$ cat src/rtl/trax_forced_move_scheduler.sv
`default_nettype none
// ============================================================================
// Module   : trax_forced_move_scheduler
// Purpose  : Walks every cell of the Trax board and places forced tiles. For
//            each empty cell it reads the facing edge of the four neighbours
//            and runs one tile_check evaluation. A non-empty result is written
//            back to the board. Passes repeat until one pass places nothing.
//            The block aborts with an error on a contradiction, a checker
//            timeout or when the pass limit is reached.
// Ports    : clk, rst_n                     - clock, async active-low reset
//            scan_start/busy/done/error     - scan control and status
//            placed_count                   - tiles placed by the last scan
//            rd_en/rd_addr/rd_side          - board read request
//            rd_edge/rd_occ                 - board read data (1 cycle later)
//            wr_en/wr_addr/wr_tile          - board write
//            chk_start, chk_up/down/right/left, chk_done, chk_tile
//                                           - tile_check handshake
// Revision : 1.0 - initial release
// ============================================================================
module trax_forced_move_scheduler #(
    parameter int BOARD_W     = 8,
    parameter int BOARD_H     = 8,
    parameter int ADDR_W      = 6,
    parameter int MAX_PASSES  = 16,
    parameter int CHK_TIMEOUT = 32
) (
    input  logic              clk,
    input  logic              rst_n,
    input  logic              scan_start,
    output logic              scan_busy,
    output logic              scan_done,
    output logic              scan_error,
    output logic [7:0]        placed_count,
    output logic [ADDR_W-1:0] rd_addr,
    output logic [1:0]        rd_side,
    output logic              rd_en,
    input  logic [2:0]        rd_edge,
    input  logic              rd_occ,
    output logic              wr_en,
    output logic [ADDR_W-1:0] wr_addr,
    output logic [5:0]        wr_tile,
    output logic              chk_start,
    output logic [2:0]        chk_up,
    output logic [2:0]        chk_down,
    output logic [2:0]        chk_right,
    output logic [2:0]        chk_left,
    input  logic              chk_done,
    input  logic [5:0]        chk_tile
);

    localparam int COL_W  = (BOARD_W > 1) ? $clog2(BOARD_W) : 1;
    localparam int ROW_W  = (BOARD_H > 1) ? $clog2(BOARD_H) : 1;
    localparam int PASS_W = (MAX_PASSES > 1) ? $clog2(MAX_PASSES) : 1;
    localparam int TMO_W  = (CHK_TIMEOUT > 2) ? $clog2(CHK_TIMEOUT) : 1;

    localparam logic [ADDR_W-1:0] LAST_CELL = ADDR_W'(BOARD_W * BOARD_H - 1);
    localparam logic [ADDR_W-1:0] ROW_STEP  = ADDR_W'(BOARD_W);
    localparam logic [COL_W-1:0]  COL_LAST  = COL_W'(BOARD_W - 1);
    localparam logic [ROW_W-1:0]  ROW_LAST  = ROW_W'(BOARD_H - 1);
    localparam logic [PASS_W-1:0] PASS_LAST = PASS_W'(MAX_PASSES - 1);
    // Error is reported CHK_TIMEOUT cycles after chk_start: the CHK cycle plus
    // CHK_TIMEOUT-1 cycles in CHK_WAIT, the last of which moves to ERR.
    localparam logic [TMO_W-1:0]  TMO_LAST  = TMO_W'(CHK_TIMEOUT - 2);

    localparam logic [1:0] SIDE_UP    = 2'd0;
    localparam logic [1:0] SIDE_DOWN  = 2'd1;
    localparam logic [1:0] SIDE_RIGHT = 2'd2;
    localparam logic [1:0] SIDE_LEFT  = 2'd3;

    typedef enum logic [3:0] {
        S_IDLE     = 4'd0,
        S_SELF_RD  = 4'd1,
        S_SELF_WT  = 4'd2,
        S_NB_RD    = 4'd3,
        S_CHK      = 4'd4,
        S_CHK_WAIT = 4'd5,
        S_WRITE    = 4'd6,
        S_NEXT     = 4'd7,
        S_PASS_END = 4'd8,
        S_DONE     = 4'd9,
        S_ERR      = 4'd10
    } state_t;

    state_t              state_q, state_d;
    logic [ADDR_W-1:0]   cell_q, cell_d;
    logic [COL_W-1:0]    col_q, col_d;
    logic [ROW_W-1:0]    row_q, row_d;
    logic [PASS_W-1:0]   pass_q, pass_d;
    logic                pass_placed_q, pass_placed_d;
    logic [2:0]          nb_idx_q, nb_idx_d;
    logic                rd_pend_q, rd_pend_d;
    logic [3:0][2:0]     nb_q, nb_d;        // index = side slot: up,down,right,left
    logic [TMO_W-1:0]    tmo_q, tmo_d;
    logic [5:0]          tile_q, tile_d;
    logic [7:0]          placed_q, placed_d;
    logic                error_q, error_d;

    // Neighbour geometry for the current cell. Each neighbour is asked for
    // the edge that faces back toward the current cell.
    logic [3:0]              w_has;
    logic [3:0][ADDR_W-1:0]  w_nb_addr;
    logic [3:0][1:0]         w_nb_side;
    logic [1:0]              w_slot;
    logic [2:0]              w_cap;

    always_comb begin
        w_has[0]     = (row_q != '0);
        w_has[1]     = (row_q != ROW_LAST);
        w_has[2]     = (col_q != COL_LAST);
        w_has[3]     = (col_q != '0);
        w_nb_addr[0] = cell_q - ROW_STEP;
        w_nb_addr[1] = cell_q + ROW_STEP;
        w_nb_addr[2] = cell_q + ADDR_W'(1);
        w_nb_addr[3] = cell_q - ADDR_W'(1);
        w_nb_side[0] = SIDE_DOWN;
        w_nb_side[1] = SIDE_UP;
        w_nb_side[2] = SIDE_LEFT;
        w_nb_side[3] = SIDE_RIGHT;
    end

    always_ff @(posedge clk or negedge rst_n) begin
        if (!rst_n) begin
            state_q       <= S_IDLE;
            cell_q        <= '0;
            col_q         <= '0;
            row_q         <= '0;
            pass_q        <= '0;
            pass_placed_q <= 1'b0;
            nb_idx_q      <= '0;
            rd_pend_q     <= 1'b0;
            nb_q          <= '0;
            tmo_q         <= '0;
            tile_q        <= '0;
            placed_q      <= '0;
            error_q       <= 1'b0;
        end else begin
            state_q       <= state_d;
            cell_q        <= cell_d;
            col_q         <= col_d;
            row_q         <= row_d;
            pass_q        <= pass_d;
            pass_placed_q <= pass_placed_d;
            nb_idx_q      <= nb_idx_d;
            rd_pend_q     <= rd_pend_d;
            nb_q          <= nb_d;
            tmo_q         <= tmo_d;
            tile_q        <= tile_d;
            placed_q      <= placed_d;
            error_q       <= error_d;
        end
    end

    always_comb begin
        state_d       = state_q;
        cell_d        = cell_q;
        col_d         = col_q;
        row_d         = row_q;
        pass_d        = pass_q;
        pass_placed_d = pass_placed_q;
        nb_idx_d      = nb_idx_q;
        rd_pend_d     = rd_pend_q;
        nb_d          = nb_q;
        tmo_d         = tmo_q;
        tile_d        = tile_q;
        placed_d      = placed_q;
        error_d       = error_q;
        rd_en         = 1'b0;
        rd_addr       = '0;
        rd_side       = SIDE_UP;
        wr_en         = 1'b0;
        wr_addr       = '0;
        wr_tile       = '0;
        chk_start     = 1'b0;
        w_slot        = 2'(nb_idx_q - 3'd1);
        w_cap         = rd_pend_q ? rd_edge : 3'b000;

        case (state_q)
            S_IDLE: begin
                if (scan_start) begin
                    placed_d      = '0;
                    error_d       = 1'b0;
                    cell_d        = '0;
                    col_d         = '0;
                    row_d         = '0;
                    pass_d        = '0;
                    pass_placed_d = 1'b0;
                    state_d       = S_SELF_RD;
                end
            end
            S_SELF_RD: begin
                rd_en   = 1'b1;
                rd_addr = cell_q;
                state_d = S_SELF_WT;
            end
            S_SELF_WT: begin
                nb_idx_d  = '0;
                rd_pend_d = 1'b0;
                state_d   = rd_occ ? S_NEXT : S_NB_RD;
            end
            S_NB_RD: begin
                // Slots 0..3 issue reads; each cycle from 1..4 captures the
                // read issued the cycle before. Off-board slots issue nothing
                // and capture 000.
                if (nb_idx_q != 3'd4) begin
                    rd_en     = w_has[nb_idx_q[1:0]];
                    rd_addr   = w_nb_addr[nb_idx_q[1:0]];
                    rd_side   = w_nb_side[nb_idx_q[1:0]];
                    rd_pend_d = w_has[nb_idx_q[1:0]];
                    nb_idx_d  = nb_idx_q + 3'd1;
                end else begin
                    rd_pend_d = 1'b0;
                end
                if (nb_idx_q != 3'd0) begin
                    nb_d[w_slot] = w_cap;
                end
                if (nb_idx_q == 3'd4) begin
                    if ((nb_q[0] | nb_q[1] | nb_q[2] | w_cap) == 3'b000) begin
                        state_d = S_NEXT;
                    end else begin
                        state_d = S_CHK;
                    end
                end
            end
            S_CHK: begin
                chk_start = 1'b1;
                tmo_d     = '0;
                state_d   = S_CHK_WAIT;
            end
            S_CHK_WAIT: begin
                if (chk_done) begin
                    tile_d = chk_tile;
                    if (chk_tile == 6'h00) begin
                        state_d = S_NEXT;
                    end else if (chk_tile == 6'h3F) begin
                        state_d = S_ERR;
                    end else begin
                        state_d = S_WRITE;
                    end
                end else if (tmo_q == TMO_LAST) begin
                    state_d = S_ERR;
                end else begin
                    tmo_d = tmo_q + TMO_W'(1);
                end
            end
            S_WRITE: begin
                wr_en         = 1'b1;
                wr_addr       = cell_q;
                wr_tile       = tile_q;
                pass_placed_d = 1'b1;
                if (placed_q != 8'hFF) begin
                    placed_d = placed_q + 8'd1;
                end
                state_d = S_NEXT;
            end
            S_NEXT: begin
                if (cell_q == LAST_CELL) begin
                    state_d = S_PASS_END;
                end else begin
                    cell_d = cell_q + ADDR_W'(1);
                    if (col_q == COL_LAST) begin
                        col_d = '0;
                        row_d = row_q + ROW_W'(1);
                    end else begin
                        col_d = col_q + COL_W'(1);
                    end
                    state_d = S_SELF_RD;
                end
            end
            S_PASS_END: begin
                if (!pass_placed_q) begin
                    state_d = S_DONE;
                end else if (pass_q == PASS_LAST) begin
                    state_d = S_ERR;
                end else begin
                    pass_d        = pass_q + PASS_W'(1);
                    cell_d        = '0;
                    col_d         = '0;
                    row_d         = '0;
                    pass_placed_d = 1'b0;
                    state_d       = S_SELF_RD;
                end
            end
            S_DONE: state_d = S_IDLE;
            S_ERR:  state_d = S_IDLE;
            default: state_d = S_IDLE;
        endcase

        // Raise the error flag on entry so it is already high during the
        // scan_done pulse.
        if (state_d == S_ERR) begin
            error_d = 1'b1;
        end
    end

    assign scan_busy    = (state_q != S_IDLE) && (state_q != S_DONE) && (state_q != S_ERR);
    assign scan_done    = (state_q == S_DONE) || (state_q == S_ERR);
    assign scan_error   = error_q;
    assign placed_count = placed_q;
    assign chk_up       = nb_q[0];
    assign chk_down     = nb_q[1];
    assign chk_right    = nb_q[2];
    assign chk_left     = nb_q[3];

endmodule
`default_nettype wire

$ cat config.mk
export PLATFORM = sky130hd
export DESIGN_NAME = trax_forced_move_scheduler
export DESIGN_NICKNAME = d
export VERILOG_FILES = /design/src/rtl/trax_forced_move_scheduler.sv
export SDC_FILE = /design/constraint.sdc
export NUM_CORES = 1
export LEC_CHECK = 0
export CORE_MARGIN = 10
export CORE_UTILIZATION = 35
export CTS_BUF_LIST = sky130_fd_sc_hd__clkbuf_4 sky130_fd_sc_hd__clkbuf_8
export DETAILED_ROUTE_END_ITERATION = 7
export GPL_ROUTABILITY_DRIVEN = 0
export GPL_TIMING_DRIVEN = 0
export PLACE_DENSITY_LB_ADDON = 0.3
export SLEW_MARGIN = 5
export SYNTH_ARGS = -nofsm -noshare
export SYNTH_HDL_FRONTEND = slang
export SYNTH_SLANG_ARGS = --single-unit
export TNS_END_PERCENT = 50
$ cat constraint.sdc
create_clock -name clk -period 3.2 [get_ports clk]
set_clock_uncertainty 0.2 [all_clocks]
set_input_delay 0.64 -clock clk [delete_from_list [all_inputs] [get_ports clk]]
set_output_delay 0.64 -clock clk [all_outputs]
set_load 0.02 [all_outputs]
==> summary.md, run 1 <==
| Metric | Value |
|---|---|
| Post-detail-place hpwl | `7132 um` |
| Max cap viols | `0` |
| Slew margin rel. | `51.23%` |
| Ys flop type | `dfrtp_1` |
| Async set-reset flop share out of synthesis | `100.0%` |
| CTS tree | `built` |
| Worst EP arrival | `2.30 ns` |
| # hold bufs at CTS | `0` |
| CP Capture Type | `primary output` |
| Drt first pass iters | `4` |
| Final Hold Vio Count | `0` |
| Clock root buffer | `clkbuf_8` |
| H-tree levels | `3` |
| Ant diodes | `0` |
| Core Rows | `36` |
| Setup CP Type | `register to primary output` |
| Compound-gate portion of the synthesized area | `17.03%` |
| Mean Syn Cell Area | `9.471 um2` |
| Layout cells sized above 1 | `17.86%` |
| Gate Count Post-Synth | `374` |
| Area Growth Syn to Fin | `28.51%` |
| Register area share after synthesis | `40.27%` |
| PortBufs | `59` |
| DR vias | `3,082` |
| Post-synthesis cell type count | `65` |
| Crit-path max FO | `10` |
| RSZ-0062 raised after global routing | `yes` |
| Final core utilization | `46.36%` |
| Worst setup margin | `0.05700 ns` |
| Largest family of logic cells by synthesized area | `simple AND/OR/NAND/NOR gates` |
| Number of global-route vias before repair | `3,111` |
| DRT antenna net count | `0` |
| Full die area | `14,540 um2` |
| Initial DRC Count | `152` |
| Initial antenna violation count | `0` |
| Synthesized flop and latch total | `57` |
| Final Max Slew Viols | `0` |
| Sinks on Clock Net | `57` |
| Fin crit period | `3.143 ns` |
| # nets final | `479` |
| WL per Instance | `15.93 um` |
| Outcome | `complete, no violations` |
| Core Footprint | `9819 um2` |
| Post-synth top area cell | `dfrtp_1` |
| Top cells by count, synth | `dfrtp_1 (57), nand2_1 (26), a21oi_1 (24)` |
| Most common cell in the netlist | `dfrtp_1` |
| Mapped Area | `3542 um2` |
| Die X | `120.6 um` |
| Adder-Cell Fraction of Synth Area | `6.711%` |
| CTS Buf Count | `9` |
| Clock-pin slew on the worst setup and hold paths | `0.06 ns` |
| Pre-CTS setup slack | `-0.8914 ns` |
| Post-Synth Simple-Gate Area | `22.57%` |
| Critical Path RT | `2.36 ns` |
| Final TNS setup | `0 ns` |
| DRC violation count after routing | `0` |
| Post-synthesis xor/xnor area fraction | `1.484%` |
| F_max | `318.2 MHz` |
| Top cells by area, synth | `dfrtp_1 (40%), ha_1 (6.7%), mux2_2 (6.0%), a21oi_1 (3.4%), nand2_1 (2.8%)` |
| Pwr Total | `0.004036 W` |
| Largest net degree at the start of global routing | `34` |
| Fraction of synthesized area in multiplexers | `6.959%` |
| Tcrit/Tclk final | `98.22%` |
| Fill count | `984` |
| Congestion Overflow GR | `0` |
| VDD IR max | `0.0002916 V` |
| CP startpoint kind | `register` |
| HP Class | `input port to async pin` |
| Leakage power total | `1.898 nW` |
| GRT Util Overall | `12.73%` |
| Vias per cell | `5.305` |
| Starting Density | `36.07%` |
| PD cells | `886.7 nW/um2` |
| Die height | `120.6 um` |
| Setup violations, final | `0` |
| Post-synth net total | `407` |
| Later-pin clock latency in the skew report | `0.32 ns` |
| # IOs | `60` |
| Clk buf depth | `2` |
| Post-synth EDFFs | `0` |
| Worst-Margin Slew | `0.7301 ns` |
| Global-route wire length before repair | `15,370 um` |
| Routed Wire Length | `9256 um` |
| Yosys top cell area share | `40.27%` |
| Synth Warn # | `0` |
worst max-delay path, cell delays in order (launching register included):
cell	delay (ns)
dfrtp_1	0.35
buf_2	0.18
nand4bb_1	0.24
clkbuf_1	0.30
nor2_1	0.26
clkdlybuf4s50_1	0.65
layout by cell type, fill, tap and decap left out, drive strengths merged, types with 7 or more instances in the layout:
master / instances
buf: 17
clkbuf: 24
nor3: 14
and2: 12
dfrtp: 57
mux2: 19
inv: 21
nand2: 26
o31ai: 10
a21oi: 24
ha: 19
nand3: 13
nor2: 23
clkdlybuf4s50: 49
a31oi: 7
nand4: 7
o21ai: 20
final timing paths:
path | from | endpoint | slack, ns | cells past startpoint
max reg2reg | state_q[2]$_DFF_PN0_ | row_q[0]$_DFFE_PN0P_ | 0.83 | 4
max | state_q[3]$_DFF_PN0_ | wr_addr[3] | 0.06 | 5
min | rst_n | placed_count[7]$_DFFE_PN0P_ | 0.11 | 1
min in group clk | tile_q[5]$_DFFE_PN0P_ | tile_q[5]$_DFFE_PN0P_ | 0.30 | 1
min reg2reg | tile_q[5]$_DFFE_PN0P_ | tile_q[5]$_DFFE_PN0P_ | 0.30 | 1
max in group asynchronous | rst_n | state_q[0]$_DFF_PN0_ | 2.10 | 2
per-layer routing:
metal	vias up	track usage, %	share of wire (%)
li1	1513	-	-
met1	1498	15.94	46
met2	69	20.90	49
met3	2	3.537	4.8
met4	0	3.695	0.23
met5	-	0	0
power breakdown:
| part | internal [W] | total (W) | leakage, nW | switching, W |
|---|---|---|---|---|
| clock network | 0.000373 | 0.000627 | 0.0926 | 0.000254 |
| registers | 0.000997 | 0.00123 | 0.733 | 0.000233 |
| logic | 0.000959 | 0.00218 | 1.07 | 0.00122 |
metrics by stage:
step           std cells  area [um2]  hold WS [ns]
3_5_place_dp         567        4325        0.2906
3_3_place_gp         566        4310        0.2805
2_1_floorplan        374        3553        0.1444
6_report             581        4552        0.1134
4_1_cts              581        4531        0.1192
5_1_grt              581        4552        0.1412
state kept, by name, indices dropped and copies added, names as in the netlist:
name / flops
cell_q: 6
chk_down: 3
chk_left: 3
chk_right: 3
chk_up: 3
col_q: 3
nb_idx_q: 3
pass_placed_q: 1
pass_q: 4
placed_count: 8
rd_pend_q: 1
row_q: 3
scan_error: 1
state_q: 4
tile_q: 6
tmo_q: 5
kinds of logic after synthesis:
logic type,count (synthesis)
DFF,57
and+or+nand+nor,136
buffers and inverters,43
AOI/OAI and AO/OA,92
muxes,21
adders and majority gates,19
xor gates and xnor gates,6
cell type report:
class                   instances  area, um2  area share (%)
multi-input cells             274       1981           43.51
flip-flops and latches         57       1428           31.36
repair buffers                 62      600.6           13.19
well taps                     133      166.4           3.656
clock buffers                  12      146.4           3.216
plain buffers                  20      112.6           2.474
inverters                      22      87.58           1.924
clock inverters                 1      30.03          0.6597
repair_timing:
item,CTS,global route
resized for setup,38,15
endpoints found under the hold margin,0,0
setup endpoints to repair,9,13
pin swaps,0,1
setup buffers,2,0
(Power assumes the default switching activity.)
==> inputs of run 2 (changes only) <==
--- a/config.mk
+++ b/config.mk
@@ -6,7 +6,7 @@
 export NUM_CORES = 1
 export LEC_CHECK = 0
 export CORE_MARGIN = 10
-export CORE_UTILIZATION = 35
+export CORE_UTILIZATION = 25
 export CTS_BUF_LIST = sky130_fd_sc_hd__clkbuf_4 sky130_fd_sc_hd__clkbuf_8
 export DETAILED_ROUTE_END_ITERATION = 7
 export GPL_ROUTABILITY_DRIVEN = 0
==> run 2 against run 1 <==
Compared with the run above: clock power increased by 26%; critical path type unchanged; largest power group unchanged; fmax increased by 1.9%; global-route usage decreased by 2.7 points; setup slack improved by 0.057 ns; cell count increased by 8.8%; routed wire length increased by 5.1%.
==> summary.md, run 2 (synthesis gave the netlist of run 1 again) <==
| Metric | Value |
|---|---|
| Fin cells | `632` |
| CP startpoint kind | `register` |
| Number of global-route vias before repair | `3,110` |
| Congestion Overflow GR | `0` |
| Max reg flops | `8` |
| Initial antenna violation count | `0` |
| DRT antenna net count | `0` |
| DR vias | `3,099` |
| Clock-pin slew on the worst setup and hold paths | `0.08 ns` |
| WL per Instance | `15.39 um` |
| CTS Buf Count | `9` |
| # hold bufs at CTS | `0` |
| Worst-Margin Slew | `0.7892 ns` |
| Wire length on met1 | `4301 um` |
| Area Growth Syn to Fin | `31.37%` |
| Met3 routed WL | `481 um` |
| CP Capture Type | `primary output` |
| Outcome | `complete, no violations` |
| Max cap viols | `0` |
| Most common cell after layout, fill and taps aside | `dfrtp_1` |
| CTS tree | `built` |
| Initial DRC Count | `256` |
| Layout cells sized above 1 | `18.81%` |
| Core Footprint | `13,880 um2` |
| Fin crit period | `3.086 ns` |
| Setup violations, final | `0` |
| Largest net degree at the start of global routing | `34` |
| PortBufs | `59` |
| Pwr Total | `0.004186 W` |
| Clock root buffer | `clkbuf_8` |
| Post-detail-place hpwl | `7474 um` |
| Crit-path max FO | `10` |
| Routed Wire Length | `9724 um` |
| HP Class | `input port to async pin` |
| Clk buf depth | `2` |
| Leakage power total | `1.925 nW` |
| Starting Density | `25.52%` |
| Critical R2R Launch | `state_q[2]$_DFF_PN0_` |
| Worst setup margin | `0.1145 ns` |
| Global-route wire length before repair | `16,260 um` |
| Routed wire length on met2 | `4798 um` |
| RSZ-0062 raised after global routing | `no` |
| Final Max Slew Viols | `0` |
| F_max | `324.1 MHz` |
| Later-pin clock latency in the skew report | `0.34 ns` |
| H-tree levels | `3` |
| Placed Area | `4384 um2` |
| Design area | `4653 um2` |
| Setup crit start | `state_q[3]$_DFF_PN0_` |
| Ant diodes | `0` |
| Most frequent cells in the layout | `dfrtp_1 (56), clkdlybuf4s50_1 (49), nand2_1 (26)` |
| Pre-CTS setup slack | `-0.8625 ns` |
| Die X | `139.0 um` |
| Final TNS setup | `0 ns` |
| Setup CP Type | `register to primary output` |
| Full die area | `19,330 um2` |
| Slew margin rel. | `47.29%` |
| Final Hold Vio Count | `0` |
| Die height | `139.0 um` |
| PD cells | `899.6 nW/um2` |
| Core Rows | `43` |
| Sinks on Clock Net | `57` |
| DRC violation count after routing | `0` |
| Vias per cell | `4.903` |
| Dpl cells | `614` |
| Drt first pass iters | `4` |
| Tcrit/Tclk final | `96.42%` |
| # IOs | `60` |
| DR top layer | `met4` |
| VDD IR max | `0.0002535 V` |
| Worst EP arrival | `2.25 ns` |
| Critical Path RT | `2.36 ns` |
| GRT Util Overall | `10.04%` |
| # nets final | `480` |
==> run 2: area by class of cell <==
class | instances | area, um2
plain buffers | 20 | 117.6
clock buffers | 12 | 158.9
clock inverters | 4 | 75.07
fillers | 1428 | 9228
inverters | 22 | 87.58
multi-input cells | 274 | 1968
flip-flops and latches | 57 | 1428
well taps | 180 | 225.2
repair buffers | 63 | 593.1
==> run 2: path summary, 6_finish.rpt <==
check                           slack [ns]                     endpoint  depth (start not counted)
worst max register to register        0.79        cell_q[3]$_DFFE_PN0P_                          4
min in group clk                      0.30       scan_error$_DFFE_PN0P_                          1
worst min-delay path                  0.09  placed_count[5]$_DFFE_PN0P_                          1
worst max-delay path                  0.11                   rd_addr[5]                          6
max in group asynchronous             2.10      nb_idx_q[0]$_DFFE_PN0P_                          2
worst min register to register        0.30       scan_error$_DFFE_PN0P_                          1
==> run 2: metrics by stage <==
stage	hold WS (ns)	util (%)
6_report	0.09399	33.52
2_1_floorplan	0.1444	-
3_5_place_dp	0.2894	31.58
5_1_grt	0.1398	33.52
4_1_cts	0.1153	33.50
3_3_place_gp	0.2813	31.48
==> run 2: power breakdown <==
group	internal [W]	switching (W)
Combinational	0.000941	0.00122
Clock	0.000490	0.000303
Sequential	0.000996	0.000233
==> run 2: worst max-delay path, stage by stage, from the launching register on <==
cell and delay (ns):
dfrtp_1 0.36, buf_2 0.18, clkbuf_2 0.20, or3b_2 0.57, or3_1 0.34, nand3b_1 0.10, buf_2 0.17
==> run 2: layer usage <==
metal / vias to the layer above / global-route usage [%]
met2: 69 / 17.24
li1: 1516 / -
met3: 14 / 2.534
met5: - / 0
met4: 0 / 3.734
met1: 1500 / 11.75
==> run 2: what timing repair did <==
item                       in CTS  in global routing
pin swaps                       1                  1
resized for setup              45                  9
setup buffers                   2                  1
gates cloned                    0                  0
setup endpoints to repair      10                 15
==> patch 1 (config.mk and constraints of run 1) <==
Re-encode `state_t` (11 states) as one-hot, 11 bits wide.
--- a/src/rtl/trax_forced_move_scheduler.sv
+++ b/src/rtl/trax_forced_move_scheduler.sv
@@ -68,16 +68,16 @@
     localparam logic [1:0] SIDE_LEFT  = 2'd3;
 
-    typedef enum logic [3:0] {
-        S_IDLE     = 4'd0,
-        S_SELF_RD  = 4'd1,
-        S_SELF_WT  = 4'd2,
-        S_NB_RD    = 4'd3,
-        S_CHK      = 4'd4,
-        S_CHK_WAIT = 4'd5,
-        S_WRITE    = 4'd6,
-        S_NEXT     = 4'd7,
-        S_PASS_END = 4'd8,
-        S_DONE     = 4'd9,
-        S_ERR      = 4'd10
+    typedef enum logic [10:0] {
+        S_IDLE     = 11'b00000000001,
+        S_SELF_RD  = 11'b00000000010,
+        S_SELF_WT  = 11'b00000000100,
+        S_NB_RD    = 11'b00000001000,
+        S_CHK      = 11'b00000010000,
+        S_CHK_WAIT = 11'b00000100000,
+        S_WRITE    = 11'b00001000000,
+        S_NEXT     = 11'b00010000000,
+        S_PASS_END = 11'b00100000000,
+        S_DONE     = 11'b01000000000,
+        S_ERR      = 11'b10000000000
     } state_t;
 
Check against the original RTL: no difference found for any inputs over 10 cycles, from zero or initial values and one cycle with rst_n low; not proved beyond that.
==> patch 1 against run 1 <==
  * Wire length grew 5.2%
  * Highest routed layer unchanged
  * Area after synthesis grew 5.7%
  * Global-route usage is 0.37 points higher
  * Worst setup slack got worse by 22 ps
  * Utilization is 1.4 points higher
  * Design area up 8.8%
  * Sequential cell count increased by 7
Power is not compared: it rests on default switching activity, and its combinational part moved more than twofold at a synthesized area within 25%.
==> patch 1: results (changes against run 1) <==
* Dpl hpwl at 6.98 mm (-2.1%)
* Yosys warning count at 0 (unchanged)
* Seq/Total Area, Yosys at 42.8% (+2.5 points)
* Avg WL per Cell at 15.8 µm (-1.1%)
* Via count at 3240 (+5.1%)
* Top cells by count, synth: dfrtp_1, nand2_1, nor2_1
* Clk Latency, worst-skew pair at 350 ps (+30 ps)
* Clk slew on worst S/H paths at 70 ps
* # nets final at 510 (+6.5%)
* Global-route wire length before repair at 16.1 mm (+4.7%)
* Worst R2R Path Depth at 6 (+2)
* CTS Root Cell: clkbuf_8
* Hold slack at 181 ps (+67.3 ps)
* Cells after DPL at 588 (+3.7%)
* Worst R2R End: row_q[1]
* Finished Layout Cells at 618 (+6.4%)
* Register-to-register setup slack at 560 ps (-270 ps)
* Top cells by area, synth: dfrtp_1, ha_1, mux2_2
* Worst-margin pin slew at 821 ps (+90.7 ps)
* Cells after synthesis at 393 (+5.1%)
* Largest register FFs at 11 (+3)
* CP arrival at 2330 ps (+30 ps)
* Status: complete, no violations
* Net count after synthesis at 426 (+4.7%)
* Iteration-0 DRC Markers at 157 (+3.3%)
* CP Max Fanout at 5 (-5)
* Crit Reg-Reg Startpoint: cell_q[1]
* Post-synth cell types at 56 (-14%)
* GRT Resource Usage Total at 13.1% (+0.37 points)
* Largest net degree at the start of global routing at 65 (+91%)
* Fraction of layout cells with a size suffix above 1 at 21.6% (+3.7 points)
==> patch 1: power breakdown <==
part / internal [µW] / switching (µW)
clock: 418 / 324
sequential: 846 / 56.6
combinational: 239 / 305
==> patch 1: area by class of cell <==
class                   instances  area [µm²]
well taps                     136         170
multi-input cells             293        2100
repair buffers                 77         716
flip-flops and latches         64        1610
plain buffers                  11        62.6
clock inverters                 3        40.0
fillers                      1019        5420
inverters                      21        81.3
clock buffers                  13         166
==> patch 1: through the flow <==
step           TNS [ps]  util [%]  setup WS, ps  area (µm²)
2_1_floorplan         0         -           107        3740
3_3_place_gp     -67990      43.4          -938        4500
3_5_place_dp      -8840      43.4          -702        4500
4_1_cts            -155      47.0         -57.0        4870
5_1_grt           -82.6      47.8         -36.7        4950
6_report              0      47.8          34.6        4950
==> patch 1: worst max path at each step <==
stage | startpoint | to | depth (start not counted)
5_1_grt | nb_idx_q[0] | rd_en | 9
4_1_cts | state_q[5] | rd_addr[1] | 7
2_1_floorplan | nb_idx_q[0] | rd_addr[1] | 8
3_5_place_dp | nb_idx_q[0] | rd_addr[5] | 10
6_report | state_q[5] | rd_addr[1] | 6
3_3_place_gp | rst_n | chk_down[0] | 1
==> patch 1: cells by family (layout without fill, tap and decap cells) <==
kind of cell	after synthesis	after routing	synth area share, %
buf+inv	36	125	3.81
mux	23	23	6.82
flops	64	64	42.8
fa+ha+maj	19	19	6.35
simple gates	174	174	25.7
compound gates	60	60	10.5
xor+xnor	17	17	3.98
==> patch 1: per-layer routing <==
metal	GRT usage [%]	routed length, µm	part of all wire (%)	up-vias
li1	-	-	-	1574
met1	16.5	4320	44	1558
met2	20.1	4520	46	92
met3	4.24	707	7.3	16
met4	5.82	185	1.9	0
met5	0	0	0	-
==> patch 1: timing repair <==
action | 4_1_cts | 5_1_grt
pin swaps | 7 | 3
endpoints found under the setup margin | 25 | 18
setup buffers | 12 | 6
resized for setup | 78 | 26
==> patch 1: critical path, cell delays in order (launching register included) <==
cell and delay, ps:
dfrtp_2 450, or4_4 600, or4_4 540, o21ai_2 90
nand2_1 70, o21ai_1 80, buf_4 160
==> patch 2 (settings of run 1) <==
Without the edit above. Change the parameter `ADDR_W` from 6 to 5.
--- a/src/rtl/trax_forced_move_scheduler.sv
+++ b/src/rtl/trax_forced_move_scheduler.sv
@@ -21,5 +21,5 @@
     parameter int BOARD_W     = 8,
     parameter int BOARD_H     = 8,
-    parameter int ADDR_W      = 6,
+    parameter int ADDR_W      = 5,
     parameter int MAX_PASSES  = 16,
     parameter int CHK_TIMEOUT = 32
Ports: changed (resized rd_addr and wr_addr); port bits go from 60 to 58. No check against the original RTL was run, so the function may have changed too.
==> patch 2 against run 1 <==
  * First-iteration DRC count decreased by 15%
  * Cell count fell by 8.1%
  * Design area down 6.4%
  * Die area down 5.6%
  * Sequential cell count is 1 lower
  * Critical path depth rose by 3
  * Count of clock-buffer cells in the layout is 7 lower
  * Highest routed layer unchanged
  * Total power shrank 13%
  * Wire length fell by 4.9%
  * Area after synthesis shrank 6.7%
  * Worst setup slack worse by 3.0 ps
==> patch 2: results (changes against run 1) <==
* Status: complete, no violations
* Tot Pwr at 3530 µW (-13%)
* CP max stage delay at 480 ps (-170 ps)
* Post-synth cell types at 58 (-11%)
* Largest register FFs at 8 (unchanged)
* # nets final at 454 (-5.2%)
* Comb. pwr at 1930 µW (-11%)
* Compound-Gate Fraction of Synth Area at 14.0% (-3.0 points)
* Dpl hpwl at 6.45 mm (-9.6%)
* Top cells by area, synth: dfrtp_1, ha_1, mux2_2
* GRT Resource Usage Total at 12.7% (+0.015 points)
* Drt pass-1 iters at 4 (unchanged)
* Clk slew on worst S/H paths at 110 ps (+50 ps)
* H-tree levels at 2 (-1)
* CP Max Fanout at 8 (-2)
* Worst-margin pin slew at 701 ps (-28.8 ps)
* Worst vdd ir at 0.435 mV (+49%)
* Seq/Total Area, Yosys at 42.4% (+2.2 points)
* Via count at 2909 (-5.6%)
* WL final at 8.81 mm (-4.9%)
* CP arrival at 2310 ps
* Cell family with most CP delay: simple AND/OR/NAND/NOR gates
* Clk Latency, worst-skew pair at 310 ps
* Max clock buf depth at 2 (unchanged)
* CP max stage cell: dfrtp_2
* Xor and xnor area share after synthesis at 2.92% (+1.4 points)
* CTS Root Cell: clkbuf_8
* Mux cell area share after synthesis at 7.80% (+0.84 points)
* Post-Route Setup TNS at 0 ps (unchanged)
* Initial antenna violation count at 0 (unchanged)
* Iteration-0 DRC Markers at 129 (-15%)
* Switch share at 43.3% (+1.0 points)
* Port bufs at 57 (-3.4%)
* Yosys warning count at 0 (unchanged)
* Fraction of layout cells with a size suffix above 1 at 18.7% (+0.82 points)
* Hold Crit Class: in2async
* Clock power share at 11.4% (-4.1 points)
* Largest net degree at the start of global routing at 30 (-12%)
* Net count after synthesis at 374 (-8.1%)
* Inserted Diodes at 0 (unchanged)
* Post-synthesis adder-cell area fraction at 6.82% (+0.11 points)
* Vias in the first global route at 2819 (-9.4%)
* Cts bufs inserted at 5 (-4)
* Ys async rst share at 100% (unchanged)
* Global-route wire length before repair at 14.2 mm (-7.3%)
* Top cells by count, synth: dfrtp_1, nand2_1, inv_1, nand3_1, mux2_2
* Leakage at 0.00199 µW (+5.0%)
-- patch 2: metal layers --
metal	up-vias	share of wire (%)	global-route usage (%)
met5	-	0	0
met4	0	0.77	2.88
met3	5	8.0	3.67
met2	97	44	19.4
met1	1415	47	17.4
li1	1392	-	-
-- patch 2: final timing paths --
path / start / endpoint / slack [ps] / cells after the start
setup reg to reg: nb_idx_q[1] / chk_up[2] / 940 / 5
hold / removal: rst_n / placed_count[6] / 150 / 1
hold reg to reg: scan_error / scan_error / 310 / 2
setup / recovery: nb_idx_q[1] / rd_addr[2] / 50 / 8
min in group clk: scan_error / scan_error / 310 / 2
max in group asynchronous: rst_n / cell_q[0] / 2050 / 2
-- patch 2: area by class of cell --
type	count	area, µm²
clock buffers	5	68.8
well taps	111	139
repair buffers	75	678
clock inverters	3	22.5
inverters	20	78.8
fillers	886	4940
flip-flops and latches	56	1410
plain buffers	14	82.6
multi-input cells	250	1780
-- patch 2: kinds of logic after synthesis --
| kind of cell | after synthesis |
|---|---|
| adders and majority gates | 18 |
| xor gates and xnor gates | 11 |
| DFF | 56 |
| AOI/OAI and AO/OA | 69 |
| and+or+nand+nor | 130 |
| muxes | 22 |
| buffers and inverters | 36 |
-- patch 2: timing repair --
action	in CTS	in global routing
setup buffers	2	15
cloned	0	0
setup endpoints to repair	19	10
gates resized for setup	46	20
-- patch 2: per-stage QoR --
stage | instance area [µm²] | setup slack, ps | utilization, % | hold WS (ps) | cells
floorplan | 3300 | 94.0 | - | 144 | 342
global placement | 4010 | -644 | 43.6 | 278 | 510
detailed placement | 4030 | -650 | 43.8 | 286 | 511
CTS | 4130 | -101 | 44.9 | 170 | 519
global route | 4260 | -74.0 | 46.3 | 187 | 534
finish | 4260 | 54.0 | 46.3 | 145 | 534
